$ cat src/rtl/serial_frame_controller_pkg.sv
// Shared types and constants for the serial frame sequencer and its bit counter.
package serial_pkg;

    typedef enum logic [1:0] {
        IDLE      = 2'd0,
        SHIFT     = 2'd1,
        STOP      = 2'd2,
        WAIT_HIGH = 2'd3
    } state_t;

    localparam logic LINE_IDLE = 1'b1;
    localparam int   DEFAULT_OUTPUT_WIDTH = 16;

    function automatic int cnt_width(input int width);
        return (width < 2) ? 1 : $clog2(width);
    endfunction

    localparam int CNT_W = cnt_width(DEFAULT_OUTPUT_WIDTH);

endpackage

$ cat src/rtl/serial_frame_controller_if.sv
// Downstream word handshake: a word transfers on a rising edge where out_valid and
// out_accept are both high; out_data is stable while out_valid=1 and not accepted.
interface serial_frame_controller_if #(
    parameter int OUTPUT_WIDTH = 16
) ();
    logic [OUTPUT_WIDTH-1:0] out_data;
    logic                    out_valid;
    logic                    out_accept;

    modport master (
        output out_data,
        output out_valid,
        input  out_accept
    );

    modport slave (
        input  out_data,
        input  out_valid,
        output out_accept
    );
endinterface

$ cat src/rtl/serial_frame_controller_counter.sv
// Data-bit counter for one frame: cleared at the start bit, counts SHIFT cycles.
module frame_bit_counter
    import serial_pkg::*;
#(
    parameter int OUTPUT_WIDTH = DEFAULT_OUTPUT_WIDTH
) (
    input  logic fast_clk,
    input  logic reset,
    input  logic clear_i,
    input  logic enable_i,
    output logic tc_o
);
    localparam int CW = cnt_width(OUTPUT_WIDTH);
    localparam logic [CW-1:0] LAST = CW'(OUTPUT_WIDTH - 1);

    logic [CW-1:0] count_q;
    logic [CW-1:0] count_d;

    // Holds at the terminal count so a power-of-two width never wraps to zero.
    always_comb begin
        count_d = count_q;
        if (clear_i) begin
            count_d = '0;
        end else if (enable_i && !tc_o) begin
            count_d = count_q + 1'b1;
        end
    end

    always_ff @(posedge fast_clk or negedge reset) begin
        if (!reset) begin
            count_q <= '0;
        end else begin
            count_q <= count_d;
        end
    end

    assign tc_o = (count_q == LAST);

endmodule

$ cat src/rtl/serial_frame_controller.sv
// Sequences the serial collector through start, data and stop bits, then holds the
// collected word for a downstream valid/accept consumer.
module serial_frame_controller
    import serial_pkg::*;
#(
    parameter int OUTPUT_WIDTH = DEFAULT_OUTPUT_WIDTH
) (
    input  logic                    fast_clk,
    input  logic                    reset,
    input  logic                    serial_in,
    input  logic [OUTPUT_WIDTH-1:0] coll_data,
    output logic                    ready,
    output logic                    frame_err,
    output logic                    overrun,
    output logic                    busy,
    output state_t                  state_dbg,
    serial_frame_controller_if.master out_if
);
    state_t state_q, state_d;

    logic                    ready_q, ready_d;
    logic [OUTPUT_WIDTH-1:0] data_q, data_d;
    logic                    valid_q, valid_d;
    logic                    frame_err_q, frame_err_d;
    logic                    overrun_q, overrun_d;

    logic cnt_clear;
    logic cnt_enable;
    logic cnt_tc;

    frame_bit_counter #(
        .OUTPUT_WIDTH(OUTPUT_WIDTH)
    ) u_counter (
        .fast_clk (fast_clk),
        .reset    (reset),
        .clear_i  (cnt_clear),
        .enable_i (cnt_enable),
        .tc_o     (cnt_tc)
    );

    always_comb begin
        state_d    = state_q;
        cnt_clear  = 1'b0;
        cnt_enable = 1'b0;
        case (state_q)
            IDLE: begin
                if (serial_in != LINE_IDLE) begin
                    state_d   = SHIFT;
                    cnt_clear = 1'b1;
                end
            end
            SHIFT: begin
                cnt_enable = 1'b1;
                if (cnt_tc) begin
                    state_d = STOP;
                end
            end
            STOP: begin
                state_d = (serial_in == LINE_IDLE) ? IDLE : WAIT_HIGH;
            end
            WAIT_HIGH: begin
                if (serial_in == LINE_IDLE) begin
                    state_d = IDLE;
                end
            end
            default: state_d = IDLE;
        endcase
    end

    // Accept and capture on the same edge keeps valid high with the new word.
    always_comb begin
        data_d      = data_q;
        valid_d     = valid_q;
        frame_err_d = 1'b0;
        overrun_d   = 1'b0;
        ready_d     = (state_d != SHIFT);

        if (valid_q && out_if.out_accept) begin
            valid_d = 1'b0;
        end

        if (state_q == STOP) begin
            if (serial_in == LINE_IDLE) begin
                if (!valid_q || out_if.out_accept) begin
                    data_d  = coll_data;
                    valid_d = 1'b1;
                end else begin
                    overrun_d = 1'b1;
                end
            end else begin
                frame_err_d = 1'b1;
            end
        end
    end

    always_ff @(posedge fast_clk or negedge reset) begin
        if (!reset) begin
            state_q     <= IDLE;
            ready_q     <= 1'b1;
            data_q      <= '0;
            valid_q     <= 1'b0;
            frame_err_q <= 1'b0;
            overrun_q   <= 1'b0;
        end else begin
            state_q     <= state_d;
            ready_q     <= ready_d;
            data_q      <= data_d;
            valid_q     <= valid_d;
            frame_err_q <= frame_err_d;
            overrun_q   <= overrun_d;
        end
    end

    assign ready            = ready_q;
    assign frame_err        = frame_err_q;
    assign overrun          = overrun_q;
    assign busy             = (state_q != IDLE);
    assign state_dbg        = state_q;
    assign out_if.out_data  = data_q;
    assign out_if.out_valid = valid_q;

endmodule

$ cat src/flat_wrapper.sv
// flat-port wrapper written by rule: the top's interface ports become plain ports
module serial_frame_controller_flat import serial_pkg::*;
#(
    parameter int OUTPUT_WIDTH = DEFAULT_OUTPUT_WIDTH
)
  (fast_clk, reset, serial_in, coll_data, ready, frame_err, overrun, busy, state_dbg, out_if_out_data, out_if_out_valid, out_if_out_accept);
  serial_frame_controller_if #(.OUTPUT_WIDTH(OUTPUT_WIDTH)) out_if_i ();
  input  logic fast_clk;
  input  logic reset;
  input  logic serial_in;
  input  logic [OUTPUT_WIDTH-1:0] coll_data;
  output logic ready;
  output logic frame_err;
  output logic overrun;
  output logic busy;
  output state_t state_dbg;
  output wire logic [$bits(out_if_i.out_data)-1:0] out_if_out_data;
  output wire logic [$bits(out_if_i.out_valid)-1:0] out_if_out_valid;
  input wire logic [$bits(out_if_i.out_accept)-1:0] out_if_out_accept;
  assign out_if_out_data = out_if_i.out_data;
  assign out_if_out_valid = out_if_i.out_valid;
  assign out_if_i.out_accept = out_if_out_accept;
  serial_frame_controller #(.OUTPUT_WIDTH(OUTPUT_WIDTH)) u_core (.fast_clk(fast_clk), .reset(reset), .serial_in(serial_in), .coll_data(coll_data), .ready(ready), .frame_err(frame_err), .overrun(overrun), .busy(busy), .state_dbg(state_dbg), .out_if(out_if_i));
endmodule
$ cat config.mk
export PLATFORM = sky130hd
export DESIGN_NAME = serial_frame_controller_flat
export DESIGN_NICKNAME = d
export VERILOG_FILES = /design/src/rtl/serial_frame_controller_pkg.sv /design/src/rtl/serial_frame_controller_if.sv /design/src/rtl/serial_frame_controller_counter.sv /design/src/rtl/serial_frame_controller.sv /design/src/flat_wrapper.sv
export SDC_FILE = /design/constraint.sdc
export NUM_CORES = 1
export LEC_CHECK = 0
export ABC_AREA = 1
export CORE_MARGIN = 5
export CORE_UTILIZATION = 46
export CTS_CLUSTER_DIAMETER = 80
export DETAILED_ROUTE_END_ITERATION = 10
export PLACE_DENSITY = 0.83
export SETUP_SLACK_MARGIN = 0.1
export SYNTH_ARGS = -nofsm -noshare
export SYNTH_HDL_FRONTEND = slang
export SYNTH_SLANG_ARGS = --single-unit
$ cat constraint.sdc
create_clock -name fast_clk -period 1.99 [get_ports fast_clk]
set_input_delay 0.398 -clock fast_clk [delete_from_list [all_inputs] [get_ports fast_clk]]
set_output_delay 0.398 -clock fast_clk [all_outputs]
set_load 0.01 [all_outputs]
==> results.tsv <==
stage	metric	value	unit
outcome	status	finished clean	
floorplan	Initial Utilization	0.4717	
worst_setup_path	endpoint class of the critical path	primary output	
worst_setup_path	Cell Chain, Critical Path	clkdlybuf4s50_1	
floorplan	Die Ht	59.94	µm
global_route	vias in the first global route	883	
synthesis	Synth cell types	16	
clock_network	Post-CTS Hold Fix Bufs	0	
power_and_ir_drop	Peak VDD IR	0.0006195	V
floorplan	Ports	43	
global_route	initial antenna violation count	0	
hold_path	HP Class	in -> async	
synthesis	Mapped Area	0.001147	mm²
synthesis	synth top area cells	dfrtp_1, o21ai_2, nand2_1	
global_route	Tot GR Track Use	0.1418	
clock_network	worst skew pair latency	310	ps
layout	NumNets Final	185	
clock_network	CTS max path bufs	2	
layout	register area	653.1	µm²
global_route	total global routing overflow	0	
worst_setup_path	Reg2Reg Setup Slack	660	ps
sta	Worst Skew	3.621	ps
clock_network	CTS tree	done	
floorplan	die area	0.003593	mm²
detailed_routing	Initial DRT Pass Iterations	4	
sta	Slew @ Worst Pin	385.2	ps
detailed_routing	post-route ant nets	0	
detailed_routing	Vias	888	
synthesis	Post-synth ARST share	1.000	
synthesis	most common library cells after synthesis	nand2_1, dfrtp_1, inv_1	
sta	min cycle time layout	1781	ps
worst_setup_path	Req. time, crit path	1590	ps
synthesis	Ys Warns	0	
layout	fin util	0.6759	
detailed_routing	WL final	2317	µm
synthesis	Yosys top cell area share	0.5453	
clock_network	depth of the CTS H-tree	1	
synthesis	Synth Instances	116	
flow_run	# Max-Cap Violations	0	
global_route	first-pass GRT wire length	3788	µm
clock_network	clock transition at the registers of the reported paths	130	ps
worst_setup_path	critical path launch point type	flip-flop	
clock_network	clk sink count	26	
synthesis	Post-synth EDFFs	0	
synthesis	Synth area leader	dfrtp_1	
floorplan	Die Width	59.94	µm
detailed_routing	initial DRC count	18	
synthesis	flops & latches, synth	26	
clock_network	Clock Root Buffer	clkbuf_4	
power_and_ir_drop	leakage power total	0.8120	nW
worst_setup_path	worst-path fanout max	1	
synthesis	Synth Area per Inst	9.891	µm²
placement	port bufs	42	
worst_setup_path	CP Data Arrival Time	1380	ps
sta	Fmax	561.5	MHz
worst_setup_path	WP buf/inv	1	
detailed_routing	vias per inst	4.601	
layout	# diodes	0	
detailed_routing	drt drc	0	
synthesis	syn nets	137	
floorplan	num rows	18	
layout	area occupied by multi-input gates	375.4	µm²
worst_setup_path	max incr delay on CP	540	ps
sta	Final Setup Violations	0	
sta	Max-Slew Margin vs Limit	0.7432	
floorplan	Core ar.	0.002432	mm²
power_and_ir_drop	PwrDens	1228	mW/mm²
worst_setup_path	worst-path cell with the longest stage delay	dfstp_2	
placement	dpl hpwl	1804	µm
synthesis	most common cell in the netlist	nand2_1	
sta	RSZ-0062 raised after global routing	false	
worst_setup_path	Crit path max-delay family	flip-flops	
sta	Fin. Hold Viols	0	
layout	fillcell total	196	
synthesis	ys flop type	dfrtp_1	
placement	Routability Congestion	0.7864	
synthesis	post-synthesis sequential area ratio	0.5682	
sta	fin crit share	0.8950	
global_route	pin count of the biggest net entering global routing	33	
sta	Final Max Slew Viols	0	
worst_setup_path	Crit Path Category	reg -> out	
clock_network	CTS buffer count	3	
layout	share of layout cells above drive strength 1	0.1902	
layout	Area growth, synth to finish	43.29	%
detailed_routing	wire per inst	12.01	µm
sta	setup_tns	0	ps
-- sequential cells by signal, summed over array words and instances (netlist names) --
name	cells
u_core.out_if.out_valid	1
u_core.ready	1
u_core.overrun	1
u_core.u_counter.count_q	4
u_core.state_dbg	2
u_core.out_if.out_data	16
u_core.frame_err	1
-- what timing repair did --
action / in CTS / in global routing
setup endpoints to repair: 1 / 1
resized for setup: 1 / 2
buffers inserted: 0 / 2
cloned: 0 / 0
-- kinds of logic after synthesis --
logic type,Yosys count,share of synthesized area
compound gates,17,0.1287
simple gates,45,0.1799
xor+xnor,1,0.007635
fa+ha+maj,1,0.01090
buf+inv,26,0.1047
flops,26,0.5682
-- where the power goes --
| part | internal, mW | switching [mW] | total (mW) |
|---|---|---|---|
| combinational | 0.490 | 0.401 | 0.891 |
| sequential | 0.734 | 0.135 | 0.869 |
| clock | 0.112 | 0.148 | 0.260 |
-- metrics by stage --
step / instances / hold slack (ps) / cell area (µm²) / power, mW / setup WS (ps)
after floorplan: 116 / 102.4 / 1147 / 1.303 / 897.3
after global placement: 187 / 455.5 / 1587 / 1.738 / 359.4
after detailed placement: 187 / 467.7 / 1587 / 1.780 / 283.4
after CTS: 191 / 424.3 / 1624 / 2.044 / 135.4
after global routing: 193 / 436.7 / 1644 / 2.178 / 153.9
final: 193 / 421.2 / 1644 / 2.020 / 209.0
-- layer usage --
layer / global-route usage / wire, µm / up-vias
li1: - / - / 450
met1: 0.1602 / 952 / 415
met2: 0.2577 / 1237 / 21
met3: 0.01512 / 97 / 2
met4: 0.07595 / 28 / 0
met5: 0 / 0 / -
-- layout by cell type (no fill, tap or decap) --
cell,netlist,routed
inv_1,20,20
dfrtp_1,25,24
xor2_1,1,1
nand4_4,1,1
inv_4,0,1
nand3b_1,1,1
dfrtp_2,0,1
nor2_1,3,3
o31ai_1,1,1
nand4_1,2,2
o21ai_2,16,16
nand3_2,1,1
ha_1,1,1
buf_4,0,4
clkdlybuf4s50_1,0,41
dfstp_2,1,1
nand2_1,33,33
dlymetal6s2s_1,0,1
inv_2,3,2
nand3_1,4,4
clkbuf_4,0,3
clkbuf_8,0,1
-- worst paths after layout --
path                                                        from                                      end  depth (start not counted)
setup reg to reg                   u_core.state_dbg[1]$_DFF_PN0_    u_core.out_if.out_data[8]$_DFFE_PN0P_                          5
hold / removal                                             reset  u_core.u_counter.count_q[0]$_DFFE_PN0P_                          2
min in group fast_clk      u_core.out_if.out_data[5]$_DFFE_PN0P_    u_core.out_if.out_data[5]$_DFFE_PN0P_                          2
max in group asynchronous                                  reset                   u_core.ready$_DFF_PN1_                          2
setup / recovery                          u_core.ready$_DFF_PN1_                                    ready                          1
hold reg to reg            u_core.out_if.out_data[5]$_DFFE_PN0P_    u_core.out_if.out_data[5]$_DFFE_PN0P_                          2
-- final cells by class --
| cell class | instances | area share |
|---|---|---|
| Sequential cell | 26 | 0.3973 |
| Timing Repair Buffer | 46 | 0.2755 |
| Multi-Input combinational cell | 64 | 0.2283 |
| Inverter | 23 | 0.05403 |
| Tap cell | 30 | 0.02283 |
| Clock buffer | 4 | 0.02207 |
Note: power is estimated with default switching activity, not from simulation.
